**src/rtl/mismatch_tracker.sv**
```systemverilog
// Reference-vs-DUT compare checker: per-bit and total mismatch counts, first-error timestamps,
// and a valid/ready report stream. Define MISMATCH_TRACKER_SATURATE_EN for saturating counters.
module mismatch_tracker #(
    parameter int NOUT   = 3,
    parameter int CNT_W  = 16,
    parameter int TIME_W = 32
) (
    input  logic              clk,
    input  logic              areset_n,
    input  logic              sample_valid,
    input  logic [NOUT-1:0]   ref_vec,
    input  logic [NOUT-1:0]   dut_vec,
    input  logic              clear,
    input  logic              rpt_start,
    output logic              rpt_valid,
    input  logic              rpt_ready,
    output logic [TIME_W-1:0] rpt_data,
    output logic              rpt_last,
    output logic              busy
);

    localparam int NWORDS   = 3 + 2 * NOUT;
    localparam int IDX_W    = $clog2(NWORDS);
    localparam int WORDS_P2 = 1 << IDX_W;
    localparam logic [IDX_W-1:0] LAST_IDX = IDX_W'(NWORDS - 1);

    typedef enum logic {
        S_IDLE,
        S_REPORT
    } state_t;

    state_t             state_q, state_d;
    logic [IDX_W-1:0]   idx_q, idx_d;
    logic [TIME_W-1:0]  ts_q, ts_d;
    logic [CNT_W-1:0]   samp_q, samp_d;
    logic [CNT_W-1:0]   tot_q, tot_d;
    logic [TIME_W-1:0]  tot_first_q, tot_first_d;
    logic               tot_seen_q, tot_seen_d;
    logic [NOUT-1:0]    diff;
    logic               accept;
    logic [TIME_W-1:0]  words [WORDS_P2];

    function automatic logic [CNT_W-1:0] cnt_inc(input logic [CNT_W-1:0] v);
`ifdef MISMATCH_TRACKER_SATURATE_EN
        return (&v) ? v : v + 1'b1;
`else
        return v + 1'b1;
`endif
    endfunction

    assign busy   = (state_q == S_REPORT);
    assign diff   = ref_vec ^ dut_vec;
    // Sampling is suspended while reporting so the streamed words form one snapshot.
    assign accept = sample_valid && !busy && !clear;

    always_comb begin
        state_d = state_q;
        idx_d   = idx_q;
        if (clear) begin
            state_d = S_IDLE;
            idx_d   = '0;
        end else begin
            case (state_q)
                S_IDLE: begin
                    if (rpt_start) begin
                        state_d = S_REPORT;
                        idx_d   = '0;
                    end
                end
                S_REPORT: begin
                    if (rpt_ready) begin
                        if (idx_q == LAST_IDX) begin
                            state_d = S_IDLE;
                            idx_d   = '0;
                        end else begin
                            idx_d = idx_q + 1'b1;
                        end
                    end
                end
                default: begin
                    state_d = S_IDLE;
                    idx_d   = '0;
                end
            endcase
        end
    end

    always_comb begin
        ts_d        = ts_q + 1'b1;
        samp_d      = samp_q;
        tot_d       = tot_q;
        tot_first_d = tot_first_q;
        tot_seen_d  = tot_seen_q;
        if (clear) begin
            ts_d        = '0;
            samp_d      = '0;
            tot_d       = '0;
            tot_first_d = '1;
            tot_seen_d  = 1'b0;
        end else if (accept) begin
            samp_d = cnt_inc(samp_q);
            if (|diff) begin
                tot_d = cnt_inc(tot_q);
                if (!tot_seen_q) begin
                    tot_first_d = ts_q;
                    tot_seen_d  = 1'b1;
                end
            end
        end
    end

    always_ff @(posedge clk or negedge areset_n) begin
        if (!areset_n) begin
            state_q     <= S_IDLE;
            idx_q       <= '0;
            ts_q        <= '0;
            samp_q      <= '0;
            tot_q       <= '0;
            tot_first_q <= '1;
            tot_seen_q  <= 1'b0;
        end else begin
            state_q     <= state_d;
            idx_q       <= idx_d;
            ts_q        <= ts_d;
            samp_q      <= samp_d;
            tot_q       <= tot_d;
            tot_first_q <= tot_first_d;
            tot_seen_q  <= tot_seen_d;
        end
    end

    assign words[0] = TIME_W'(samp_q);
    assign words[1] = TIME_W'(tot_q);
    assign words[2] = tot_first_q;

    for (genvar gi = 0; gi < NOUT; gi++) begin : g_bit
        logic [CNT_W-1:0]  err_q, err_d;
        logic [TIME_W-1:0] first_q, first_d;
        // Separate "seen" flag: an all-ones timestamp is also a legal first-error time.
        logic              seen_q, seen_d;

        always_comb begin
            err_d   = err_q;
            first_d = first_q;
            seen_d  = seen_q;
            if (clear) begin
                err_d   = '0;
                first_d = '1;
                seen_d  = 1'b0;
            end else if (accept && diff[gi]) begin
                err_d = cnt_inc(err_q);
                if (!seen_q) begin
                    first_d = ts_q;
                    seen_d  = 1'b1;
                end
            end
        end

        always_ff @(posedge clk or negedge areset_n) begin
            if (!areset_n) begin
                err_q   <= '0;
                first_q <= '1;
                seen_q  <= 1'b0;
            end else begin
                err_q   <= err_d;
                first_q <= first_d;
                seen_q  <= seen_d;
            end
        end

        assign words[3 + 2 * gi] = TIME_W'(err_q);
        assign words[4 + 2 * gi] = first_q;
    end

    for (genvar gi = NWORDS; gi < WORDS_P2; gi++) begin : g_pad
        assign words[gi] = '0;
    end

    assign rpt_valid = busy;
    assign rpt_last  = busy && (idx_q == LAST_IDX);
    assign rpt_data  = busy ? words[idx_q] : '0;

endmodule

```
**config.mk**
```make
export PLATFORM = sky130hd
export DESIGN_NAME = mismatch_tracker
export DESIGN_NICKNAME = d
export VERILOG_FILES = /design/src/rtl/mismatch_tracker.sv
export SDC_FILE = /design/constraint.sdc
export NUM_CORES = 1
export LEC_CHECK = 0
export BUFFER_PORTS_ARGS = -buffer_cell sky130_fd_sc_hd__buf_4
export CORE_MARGIN = 5
export CORE_UTILIZATION = 67
export CTS_BUF_LIST = sky130_fd_sc_hd__clkbuf_4 sky130_fd_sc_hd__clkbuf_8
export CTS_CLUSTER_DIAMETER = 100
export DETAILED_ROUTE_END_ITERATION = 7
export PLACE_DENSITY = 0.85
export SETUP_SLACK_MARGIN = 0.3
export SLEW_MARGIN = 20
export SYNTH_ARGS = -nofsm -noshare
export SYNTH_HDL_FRONTEND = slang
export SYNTH_SLANG_ARGS = --single-unit
```
**constraint.sdc**
```tcl
create_clock -name clk -period 5.5 [get_ports clk]
set_input_delay 0.275 -clock clk [delete_from_list [all_inputs] [get_ports clk]]
set_output_delay 0.275 -clock clk [all_outputs]
set_load 0.01 [all_outputs]
```
Word level (Yosys, flattened, before mapping). Cells that the tools add are included.

Logic and storage cells: 102. Bits in registers: 249. Output and inout bits: 35. Bits of input ports: 12.

Reduce and logical (&&, ||, !) cells: 20. Magnitude comparators: 1. $add $sub $neg: 7. Multiplexer cells: 48. Equal/unequal tests: 7. Bitwise operators: 3.

Operators with widths (number): $mux 32 (17); $mux 16 (11); $bmux 32 s4 (1); $add 16x1->16 const B (5); $add 32x1->32 const B (1); $mux 4 (4); $mux 1 (13); $reduce_and 2->1 (5); $reduce_bool 2->1 (5); $ne 2x2->1 const B (4); $pmux 4 s2 (1); $logic_and 1x1->1 (6); $ne 3x3->1 const B (2); $ge 5x5->1 const B (1); $not 4->5 (1); $add 4x1->4 const B (1); $eq 4x4->1 const B (1); $reduce_and 3->1 (1); $reduce_or 3->1 (1); $xor 3x3->3 (1); $logic_not 1->1 (2); $pmux 1 s2 (1); $not 1->1 (1).

Longest topological paths before layout. Gate-level depths: netlist of run 1.

Word-level depth: 6. Gate-level depth with buffers: 9. Gate-level depth less buffers: 6.

Worst setup path after synthesis of run 1. Ideal clock, no wire load.

Path type: reg-to-reg. Start point: register idx_q[0]. End point: register idx_q[2]. Period minus slack after synthesis: 2.457 ns. Cell stages (with the launch flop): 10. Data arrival time: 2.393 ns. Path buffers: 3. Data required time: 5.436 ns. Setup time: 0.064 ns. Setup slack: 3.043 ns. Cells stage by stage: dfrtp_1 clkbuf_1 buf_1 clkbuf_1 inv_1 ha_1 and3b_1 or3_1 nor3b_1 a21o_1.

Longest elaborated chain between the ends: 5. Elaborated cells between the ends (all ways): 6. Classes of those cells: add/sub: 1; eq/ne: 1; mux: 4.

RTL lines: start: declaration (RTL line 33) `logic [IDX_W-1:0] idx_q, idx_d;`; start signal: assignment (RTL line 123) `idx_q <= idx_d;`; $add 4x1->4 / $eq 4x4->1 (equally long branches) (RTL line 76, 72); $mux 4 (*) (RTL line 72) `if (idx_q == LAST_IDX) begin`; $mux 4 (*) (RTL line 71) `if (rpt_ready) begin`; $pmux 4 s2 (*) (RTL line 63) `case (state_q)`; $mux 4 (*) (RTL line 59) `if (clear) begin`.

Mark *: on every way between the ends. The rest lies on a longest branch, timed or not. The select of a mux whose other input is x is not followed. A chain may end at the register's enable or synchronous reset.

Worst setup path after layout of run 1.
Start point: register idx_q[1]. End point: output port rpt_data[7].

Longest elaborated chain between the ends: 5.

RTL lines: $not 4->5 (implied by the code) (RTL line 181) `assign rpt_data = busy ? words[idx_q] : '0;`; $bmux 32 s4 (RTL line 181); $mux 32 (implied by the code) (2 in a row) (RTL line 181); $mux 32 (RTL line 181); end: declaration (RTL line 17) `output logic [TIME_W-1:0] rpt_data,`.

Every way passes these cells. The select of a mux whose other input is x is not followed.

==> flow_summary_export.csv, run 1 <==
group,metric,value,unit
timing,timing.final.crit_period,3.21,ns
worst_setup_path,cp_max_fo,39,
yosys,synthFlopType,"dfstp_2",
yosys,synth_cell_types,53,
power,p_int,3180,uW
route,top_layer,"met4",
yosys,syn_area,12800,sq um
clocking,post_cts_buffers,0,
timing,setup_viol,0,
timing,hold_viol,0,
route,drc,0,
place,dp.cells,1555,
timing,timing.fmax,312,MHz
timing,setup_tns,0,ns
global_routing,grt_overflow,0,
timing,layout_setup_ws,2.29,ns
timing,clock_skew,0.0166,ns
route,wl_met2,15.8,mm
floorplan,die_w,148,um
place,port_buffers,46,
yosys,async_reset_ff_frac,1.00,
power,irDropWorstVdd,0.255,mV
route,num_vias,10737,
route,drt_wl_total,32.8,mm
yosys,ys_seq_elements,249,
outcome,outcome,"completed",
floorplan,initial_utilization,0.683,
yosys,netlist.top_cell.by_area,"dfstp_2",
hold_path,hold_path.class,"in -> reg",
layout,fin_cells,1635,
timing,final.period_utilization,0.584,
route,wl_met3,2.58,mm
clocking,cts_buffer_depth,3,
place,hpwl,20.6,mm
route,drt-met1-wl,13.0,mm
floorplan,boundaryPins,47,
route,ant_nets,0,
clocking,htree_num_levels,2,
power,combPwrFrac,0.096,
floorplan,core,18800,sq um
power,p_leak,0.00548,uW
yosys,avgSynthCellArea,9.44,sq um
route,wire_per_inst,20.1,um
power,pwr-share-seq,0.494,
yosys,synth.area.top_cells,"dfstp_2 (26%), dfrtp_1 (24%), a21oi_1 (7.3%), nor2_1 (6.1%), mux2_2 (3.2%)",
worst_setup_path,critPathLaunchType,"register",
place,gp_congestion,0.906,
timing,rsz0062_at_grt,"false",
worst_setup_path,required,5.22,ns
clocking,cts_tree,"done",
route,viasPerCell,6.57,
clocking,cts_buffers,42,
worst_setup_path,critPathCaptureType,"output port",
clocking,ctsResizeCount,0,
layout,finalNetCount,1388,
global_routing,grt_pass1_vias,10634,
yosys,synth_common_cells,"nor2_1 (208), a21oi_1 (187), dfstp_2 (128), dfrtp_1 (121), nand2_1 (90)",
run,maxCapViolations,0,
layout,drive_above_1_share,0.239,
timing,max_slew_margin,0.316,
yosys,synth_cells,1359,
yosys,yosysSeqAreaShare,0.498,
floorplan,rows,50,
route,first_pass_iters,5,
power,p_clk_frac,0.411,
clocking,clock-root-buffer,"clkbuf_8",
timing,worst_pin_slew,1.03,ns
floorplan,dieHeight,148,um
clocking,clock-sinks,249,
clocking,cts.reportedPaths.clkPinSlew,0.06,ns
route,drt_iter0_drc,1067,
place,dpl_worst_slack,2.70,ns
power,powerDensity,300,nW/um^2
power,switching_share,0.254,
global_routing,antenna_found_initial,0,
floorplan,die_area,22000,sq um
power,power,4260,uW
worst_setup_path,worstPathArrival,2.93,ns
global_routing,grt_use_total,0.303,
layout,diodes,0,
yosys,synthMostInstantiatedCell,"nor2_1",
yosys,synth_nets,1379,
yosys,synth-edff-count,0,
power,switchingPower,1080,uW
clocking,insertion_delay,0.55,ns
layout,area_delta_synth_final,10.8,%
global_routing,grt_pass1_wl,54.1,mm
place,placed_area,13300,sq um
yosys,synth_top_cell_area_share,0.262,
worst_setup_path,path_class,"reg -> out",
layout,final_cell_area,14200,sq um
global_routing,grt_max_degree,133,
timing,drv_slew,0,
yosys,synth_warnings,0,
per-layer routing:
layer  global-route usage  up-vias
met1                0.393     5255
li1                     -     4887
met3               0.0698      119
met2                0.485      476
met5                    0        -
met4                0.147        0
kinds of logic after synthesis:
| family | synth area share |
|---|---|
| AND/OR/NAND/NOR | 0.203 |
| AO/OA/AOI/OAI | 0.146 |
| flip-flops | 0.498 |
| buffers and inverters | 0.0376 |
| multiplexers | 0.0746 |
| XOR/XNOR | 0.0328 |
| adder cells (fa/ha/maj) | 0.00781 |
worst max-delay path, cell delays in order, from the launching register on:
cell and delay, ns:
dfrtp_1 0.32, buf_4 0.43, inv_1 0.17, nand2_1 0.65, o22ai_1 0.19, o31ai_1 0.42
buf_4 0.20
through the flow:
stage,util,hold slack [ns]
floorplan,-,-0.0206
global placement,0.707,0.460
detailed placement,0.707,0.458
CTS,0.757,0.167
global route,0.757,0.185
finish,0.757,0.190
area by class of cell:
| class | instances | area [sq um] |
|---|---|---|
| Tap cell | 234 | 293 |
| Inverter | 22 | 82.6 |
| Fill cell | 1257 | 4560 |
| Clock inverter | 4 | 22.5 |
| Timing Repair Buffer | 67 | 531 |
| Clock buffer | 73 | 886 |
| Sequential cell | 249 | 6390 |
| Multi-Input combinational cell | 986 | 6000 |
sequential cells by signal (all words and copies together), names as in the netlist, 3 cells and up:
signal / count
g_bit.first_q: 96
g_bit.err_q: 48
tot_first_q: 32
ts_q: 32
samp_q: 16
tot_q: 16
idx_q: 4
g_bit.seen_q: 3
timing repair:
item | 4_1_cts | 5_1_grt
hold buffers | 3 | 0
setup endpoints to repair | 0 | 0
hold endpoints to repair | 54 | 0
worst paths after layout:
check                                          startpoint                                to  slack (ns)  depth (start not counted)
min                                                 clear     g_bit[1].err_q[3]$_DFFE_PN0P_        0.19                          2
max                                  idx_q[1]$_DFFE_PN0P_                       rpt_data[7]        2.29                          6
max reg2reg                                busy$_DFF_PN0_  g_bit[1].first_q[10]$_DFFE_PN1P_        2.65                          6
min in group asynchronous                        areset_n     g_bit[1].err_q[8]$_DFFE_PN0P_        0.42                          2
min reg2reg                g_bit[1].err_q[15]$_DFFE_PN0P_    g_bit[1].err_q[15]$_DFFE_PN0P_        0.48                          1
max in group asynchronous                        areset_n              idx_q[2]$_DFFE_PN0P_        3.84                          3
power groups by stage:
stage | registers, uW | clock network (uW) | logic [uW]
finish | 2110 | 1750 | 408
global route | 2120 | 1870 | 452
detailed placement | 2130 | 0 | 402
global placement | 2130 | 0 | 388
floorplan | 2110 | 0 | 276
CTS | 2100 | 1780 | 407
placed cells by master (no fill, tap or decap), drive strengths merged, types with 2 or more instances in the layout:
cell type    netlist  layout
nor2             208     208
a21oi            187     187
dfstp            128     128
dfrtp            121     121
nand2             90      90
clkbuf            80      73
buf               22      64
o31ai             45      45
nand3             42      42
o21ai             42      42
nor3              40      40
mux2              37      37
or4               30      30
or3               30      30
xnor2             28      28
inv               22      22
xor2              20      20
mux2i             18      18
nor4              18      18
nand4             17      17
nand2b            17      17
a221oi            16      16
mux4              16      16
o22ai             16      16
nor2b             13      13
and4               9       9
ha                 8       8
and3               6       6
nor4b              4       4
a21o               4       4
and2               3       3
nor3b              3       3
o211ai             3       3
clkinv             0       3
dlygate4sd3        0       3
or2                2       2
a311oi             2       2
Note: power is estimated with default switching activity, not from simulation.
==> run 2: changes to the inputs <==
--- a/config.mk
+++ b/config.mk
@@ -7,11 +7,11 @@
 export LEC_CHECK = 0
 export BUFFER_PORTS_ARGS = -buffer_cell sky130_fd_sc_hd__buf_4
 export CORE_MARGIN = 5
-export CORE_UTILIZATION = 67
+export CORE_UTILIZATION = 58
 export CTS_BUF_LIST = sky130_fd_sc_hd__clkbuf_4 sky130_fd_sc_hd__clkbuf_8
 export CTS_CLUSTER_DIAMETER = 100
 export DETAILED_ROUTE_END_ITERATION = 7
-export PLACE_DENSITY = 0.85
+export PLACE_DENSITY = 0.78
 export SETUP_SLACK_MARGIN = 0.3
 export SLEW_MARGIN = 20
 export SYNTH_ARGS = -nofsm -noshare
==> constraint.sdc (replaced) <==
create_clock -name clk -period 2.75 [get_ports clk]
set_input_delay 0.1375 -clock clk [delete_from_list [all_inputs] [get_ports clk]]
set_output_delay 0.1375 -clock clk [all_outputs]
set_load 0.01 [all_outputs]
==> flow_summary_export.csv, run 2 (synthesis results as in run 1) <==
group,metric,value,unit
route,drc,0,
global_routing,grt_use_total,0.275,
worst_setup_path,path_cells,"buf_4 -> buf_16 -> mux2_2 -> o22ai_1 -> o31ai_1 -> buf_4",
power,pwr-share-seq,0.479,
route,viasPerCell,6.32,
worst_setup_path,required,2.61,ns
route,drt_wl_total,34.4,mm
power,power,8780,uW
timing,layout_setup_ws,0.315,ns
clocking,cts_buffers,43,
layout,final_cell_area,14800,sq um
run,maxCapViolations,0,
worst_setup_path,r2r-start,"busy$_DFF_PN0_",
clocking,insertion_delay,0.57,ns
global_routing,grt_max_degree,95,
floorplan,boundaryPins,47,
worst_setup_path,slowest_delay,0.50,ns
worst_setup_path,crit_path_frequent_cell,"buf_4",
power,switching_share,0.256,
worst_setup_path,critPathLaunchType,"register",
power,combPwrFrac,0.100,
route,first_pass_iters,6,
worst_setup_path,cp_max_fo,27,
clocking,clock-root-buffer,"clkbuf_8",
place,placed_area,13500,sq um
layout,fillerInstances,1667,
layout,final_cell_mix,"nor2_1 (206), a21oi_1 (187), dfstp_2 (128)",
timing,drv_slew,0,
place,dpl_worst_slack,0.465,ns
timing,rsz0062_at_grt,"true",
worst_setup_path,crit_path_top_delay_cell,"dfrtp_2",
floorplan,initial_utilization,0.588,
route,num_vias,10808,
hold_path,hold_end,"g_bit[0].err_q[2]$_DFFE_PN0P_",
place,gp_congestion,0.874,
timing,timing.fmax,411,MHz
timing,max_slew_margin,0.322,
layout,finish.utilization,0.677,
layout,multiInputGateArea,6050,sq um
layout,finalNetCount,1415,
clocking,htree_num_levels,2,
timing,setup_tns,0,ns
hold_path,whs_path_depth,5,
layout,diodes,0,
outcome,outcome,"completed",
layout,ff_latch_area,6390,sq um
timing,setup_viol,0,
power,p_int,6540,uW
global_routing,antenna_found_initial,0,
timing,worst_pin_slew,1.02,ns
floorplan,die_area,25200,sq um
worst_setup_path,worstPathArrival,2.30,ns
hold_path,hold_path.class,"in -> reg",
global_routing,grt_pass1_vias,10708,
power,switchingPower,2240,uW
layout,largest_registers,"g_bit.first_q x96, g_bit.err_q x48",
worst_setup_path,worstRegToRegCells,4,
timing,timing.final.crit_period,2.44,ns
timing,clock_skew,0.0297,ns
floorplan,die_w,159,um
clocking,cts_buffer_depth,3,
power,p_clk_frac,0.421,
layout,drive_above_1_share,0.261,
power,p_leak,0.00572,uW
route,drt_iter0_drc,960,
route,wire_per_inst,20.1,um
power,irDropWorstVdd,0.474,mV
layout,regMostFlops,"g_bit.first_q",
clocking,cts.reportedPaths.clkPinSlew,0.06,ns
power,powerDensity,595,nW/um^2
floorplan,rows,54,
worst_setup_path,reg2reg_to,"g_bit[2].err_q[15]$_DFFE_PN0P_",
hold_path,min-delay-start,"ref_vec[0]",
worst_setup_path,critPathCaptureType,"output port",
timing,hold_viol,0,
clocking,clock-sinks,249,
clocking,cts_tree,"done",
place,hpwl,21.4,mm
global_routing,grt_overflow,0,
route,ant_nets,0,
floorplan,core,21800,sq um
floorplan,dieHeight,159,um
worst_setup_path,r2r_slack,0.44,ns
timing,final.period_utilization,0.885,
layout,area_delta_synth_final,15.2,%
place,port_buffers,46,
layout,layout_commonest_cell,"nor2_1",
global_routing,grt_pass1_wl,55.6,mm
layout,largest_reg_flops,96,
worst_setup_path,path_class,"reg -> out",
-- run 2: changes by cell type in the layout (fill, tap and decap cells not counted), moves of 2 or more --
cell	previous run	this run
buf_6	0	4
buf_12	1	8
buf_16	0	3
a221oi_1	16	14
buf_4	62	71
a221oi_2	0	2
clkbuf_8	54	60
clkbuf_4	19	16
nand2_1	90	88
-- run 2: worst max path at each step --
stage	slack [ns]	start	depth (start not counted)	to
global route	0.25	idx_q[0]$_DFFE_PN0P_	5	rpt_data[6]
floorplan	0.51	idx_q[0]$_DFFE_PN0P_	9	idx_q[2]$_DFFE_PN0P_
CTS	0.30	idx_q[1]$_DFFE_PN0P_	5	rpt_data[9]
global placement	0.52	busy$_DFF_PN0_	4	g_bit[2].err_q[15]$_DFFE_PN0P_
finish	0.31	idx_q[0]$_DFFE_PN0P_	6	rpt_data[7]
detailed placement	0.46	busy$_DFF_PN0_	4	g_bit[2].err_q[15]$_DFFE_PN0P_
-- run 2: timing repair --
item | CTS | global route
pin swaps | 0 | 1
gates resized for setup | 7 | 16
hold buffers | 4 | 0
cloned | 2 | 2
setup buffers | 2 | 5
endpoints found under the hold margin | 50 | 0
setup endpoints to repair | 25 | 21
-- run 2: area by class of cell --
class / count / area share
timing repair buffer: 93 / 0.0620
clock buffer: 76 / 0.0641
sequential: 249 / 0.433
inverter: 22 / 0.00559
multi-input combinational: 986 / 0.410
tap: 280 / 0.0237
clock inverter: 4 / 0.00178
-- run 2: layer usage --
metal  up-vias  wire length (um)  global-route usage
li1       4950                 -                   -
met1      5294             14200               0.381
met2       466             16500               0.435
met3        98              2640              0.0451
met4         0              1040               0.107
met5         -                 0                   0
-- run 2: through the flow --
step | hold slack, ns | std cells
after detailed placement | 0.199 | 1615
after floorplan | -0.158 | 1359
after global placement | 0.195 | 1615
after CTS | 0.0653 | 1703
final | 0.0919 | 1710
after global routing | 0.126 | 1710
-- run 2: critical path, delay by kind of cell, from the launching register on --
kind / cells / cell delay (ns)
compound gates: 2 / 0.44
buf+inv: 3 / 0.56
mux: 1 / 0.23
flops: 1 / 0.50
-- run 2: power by group through the flow --
stage | logic (uW) | registers [uW] | clock network (uW)
2_1_floorplan | 552 | 4210 | 0
3_3_place_gp | 807 | 4250 | 0
3_5_place_dp | 838 | 4260 | 0
4_1_cts | 865 | 4200 | 3740
5_1_grt | 969 | 4240 | 3940
6_report | 874 | 4210 | 3700
==> run 3: changes to the inputs <==
--- a/config.mk
+++ b/config.mk
@@ -5,7 +5,7 @@
 export SDC_FILE = /design/constraint.sdc
 export NUM_CORES = 1
 export LEC_CHECK = 0
-export BUFFER_PORTS_ARGS = -buffer_cell sky130_fd_sc_hd__buf_4
+export BUFFER_PORTS_ARGS = -buffer_cell sky130_fd_sc_hd__clkbuf_2
 export CORE_MARGIN = 5
 export CORE_UTILIZATION = 58
 export CTS_BUF_LIST = sky130_fd_sc_hd__clkbuf_4 sky130_fd_sc_hd__clkbuf_8
==> constraint.sdc (replaced) <==
create_clock -name clk -period 2.15 [get_ports clk]
set_input_delay 0.1075 -clock clk [delete_from_list [all_inputs] [get_ports clk]]
set_output_delay 0.1075 -clock clk [all_outputs]
set_load 0.01 [all_outputs]
==> flow_summary_export.csv, run 3 (synthesis results as in run 1) <==
group,metric,value,unit
floorplan,boundaryPins,47,
clocking,cts.reportedPaths.clkPinSlew,0.07,ns
worst_setup_path,worstPathArrival,2.36,ns
worst_setup_path,critPathLaunchType,"register",
floorplan,die_area,25200,sq um
power,irDropWorstVdd,0.663,mV
place,dpl_worst_slack,-0.0375,ns
floorplan,core,21800,sq um
global_routing,grt_overflow,0,
clocking,clock-sinks,249,
hold_path,min-delay-start,"ref_vec[0]",
worst_setup_path,required,2.04,ns
layout,final_cell_mix,"nor2_1 (146), dfstp_2 (128), dfrtp_1 (116)",
timing,worst_pin_slew,1.14,ns
timing,timing.fmax,405,MHz
global_routing,grt_pass1_vias,12564,
hold_path,hold_path.class,"in -> reg",
floorplan,initial_utilization,0.588,
route,drt_wl_total,55.6,mm
outcome,failed_checks,"DRC, setup timing",
global_routing,met1_usage,0.465,
route,num_vias,13380,
global_routing,grt_pass1_wl,73.0,mm
clocking,cts_tree,"done",
clocking,cts_buffers,43,
timing,setup_viol,119,
worst_setup_path,r2r_slack,-0.21,ns
floorplan,dieHeight,159,um
route,wire_per_inst,30.6,um
layout,area_delta_synth_final,39.3,%
floorplan,rows,54,
layout,multiInputGateArea,7430,sq um
hold_path,whs_path_depth,5,
power,switchingPower,3620,uW
worst_setup_path,critPathCaptureType,"output port",
place,gp_congestion,0.872,
power,combPwrFrac,0.173,
layout,layout_commonest_cell,"nor2_1",
power,powerDensity,697,nW/um^2
global_routing,use_met3,0.127,
layout,finalNetCount,1526,
layout,fillerInstances,1025,
worst_setup_path,r2r-start,"busy$_DFF_PN0_",
worst_setup_path,path_class,"reg -> out",
route,drt_iter0_drc,2177,
route,viasPerCell,7.35,
timing,drv_slew,0,
timing,layout_setup_ws,-0.321,ns
layout,drive_above_1_share,0.476,
outcome,outcome,"finished, violations left",
run,maxCapViolations,0,
route,drc,6,
power,p_clk_frac,0.387,
layout,regMostFlops,"g_bit.first_q",
timing,hold_viol,0,
place,port_buffers,46,
hold_path,hold_end,"g_bit[0].err_q[2]$_DFFE_PN0P_",
clocking,htree_num_levels,2,
floorplan,die_w,159,um
timing,clock_skew,0.0162,ns
power,p_leak,0.00695,uW
timing,max_slew_margin,0.233,
worst_setup_path,worstRegToRegCells,8,
timing,final.period_utilization,1.15,
layout,largest_registers,"g_bit.first_q x96, g_bit.err_q x48",
global_routing,use_met2,0.581,
global_routing,grt_max_degree,137,
clocking,clock-root-buffer,"clkbuf_8",
global_routing,antenna_found_initial,1,
route,first_pass_iters,8,
place,hpwl,21.6,mm
timing,rsz0062_at_grt,"true",
clocking,insertion_delay,0.57,ns
power,p_int,8820,uW
timing,timing.final.crit_period,2.47,ns
global_routing,grt_busiest_layer,"met2",
power,pwr-share-seq,0.440,
clocking,cts_buffer_depth,3,
global_routing,grt_use_total,0.384,
worst_setup_path,reg2reg_to,"g_bit[1].err_q[11]$_DFFE_PN0P_",
power,switching_share,0.291,
worst_setup_path,cp_max_fo,6,
layout,largest_reg_flops,96,
layout,ff_latch_area,6400,sq um
route,ant_nets,0,
place,dp.cells,1640,
layout,fin_cells,1820,
## run 3: cell types whose count changed in the layout (fill, tap and decap cells not counted), sizes merged
cell and change:
dlygate4sd3 -1, bufinv +1, diode +1, clkinv -1, clkbuf +23, clkinvlp +1
inv -1, buf +87
## run 3: how the worst max path moves through the flow
stage | startpoint | end | slack [ns]
floorplan | busy$_DFF_PN0_ | g_bit[2].err_q[15]$_DFFE_PN0P_ | 0.05
global placement | busy$_DFF_PN0_ | g_bit[2].err_q[8]$_DFFE_PN0P_ | 0.04
detailed placement | busy$_DFF_PN0_ | g_bit[2].err_q[10]$_DFFE_PN0P_ | -0.04
CTS | idx_q[0]$_DFFE_PN0P_ | rpt_data[3] | -0.18
global route | idx_q[0]$_DFFE_PN0P_ | rpt_data[14] | -0.31
finish | idx_q[0]$_DFFE_PN0P_ | rpt_data[14] | -0.32
## run 3: critical path, cell delays in order (launching register included)
cell	delay, ns
dfrtp_2	0.52
buf_4	0.18
mux4_2	0.53
nor2_4	0.25
o31ai_1	0.13
buf_2	0.16
## run 3: repair_timing
action | in CTS | in global routing
hold endpoints to repair | 108 | 0
hold buffers | 3 | 0
setup endpoints to repair | 207 | 246
setup buffers | 49 | 13
gates resized for setup | 257 | 198
pin swaps | 62 | 22
gates cloned | 30 | 6
## run 3: cell type report
type | count | area share
Tap cell | 280 | 0.0196
Sequential cell | 249 | 0.358
Timing Repair Buffer | 204 | 0.149
Clock inverter | 4 | 0.00266
Inverter | 22 | 0.00462
Clock buffer | 74 | 0.0497
Multi-Input combinational cell | 986 | 0.416
Antenna cell | 1 | 0.000140
## run 3: through the flow
stage	power, uW	hold slack (ns)	cell area, sq um	setup TNS, ns	utilization
after floorplan	6110	-0.188	13000	0	-
after global placement	6490	0.118	13700	0	0.628
after detailed placement	6540	0.117	13700	-0.0700	0.628
after CTS	11900	0.0791	16900	-3.00	0.774
after global routing	12700	0.128	17900	-9.86	0.818
final	12400	0.0610	17900	-9.44	0.819
## run 3: per-layer routing
| layer | vias to the layer above | routed length, um |
|---|---|---|
| met4 | 0 | 5810 |
| met5 | - | 0 |
| met1 | 6409 | 17900 |
| met3 | 472 | 7870 |
| li1 | 5174 | - |
| met2 | 1325 | 24100 |
## run 3: power by group through the flow
stage	registers (uW)	clock network, uW	logic, uW
after global placement	5430	0	1060
after detailed placement	5450	0	1090
final	5480	4810	2160
after global routing	5500	5010	2210
after floorplan	5390	0	720
after CTS	5410	4690	1820
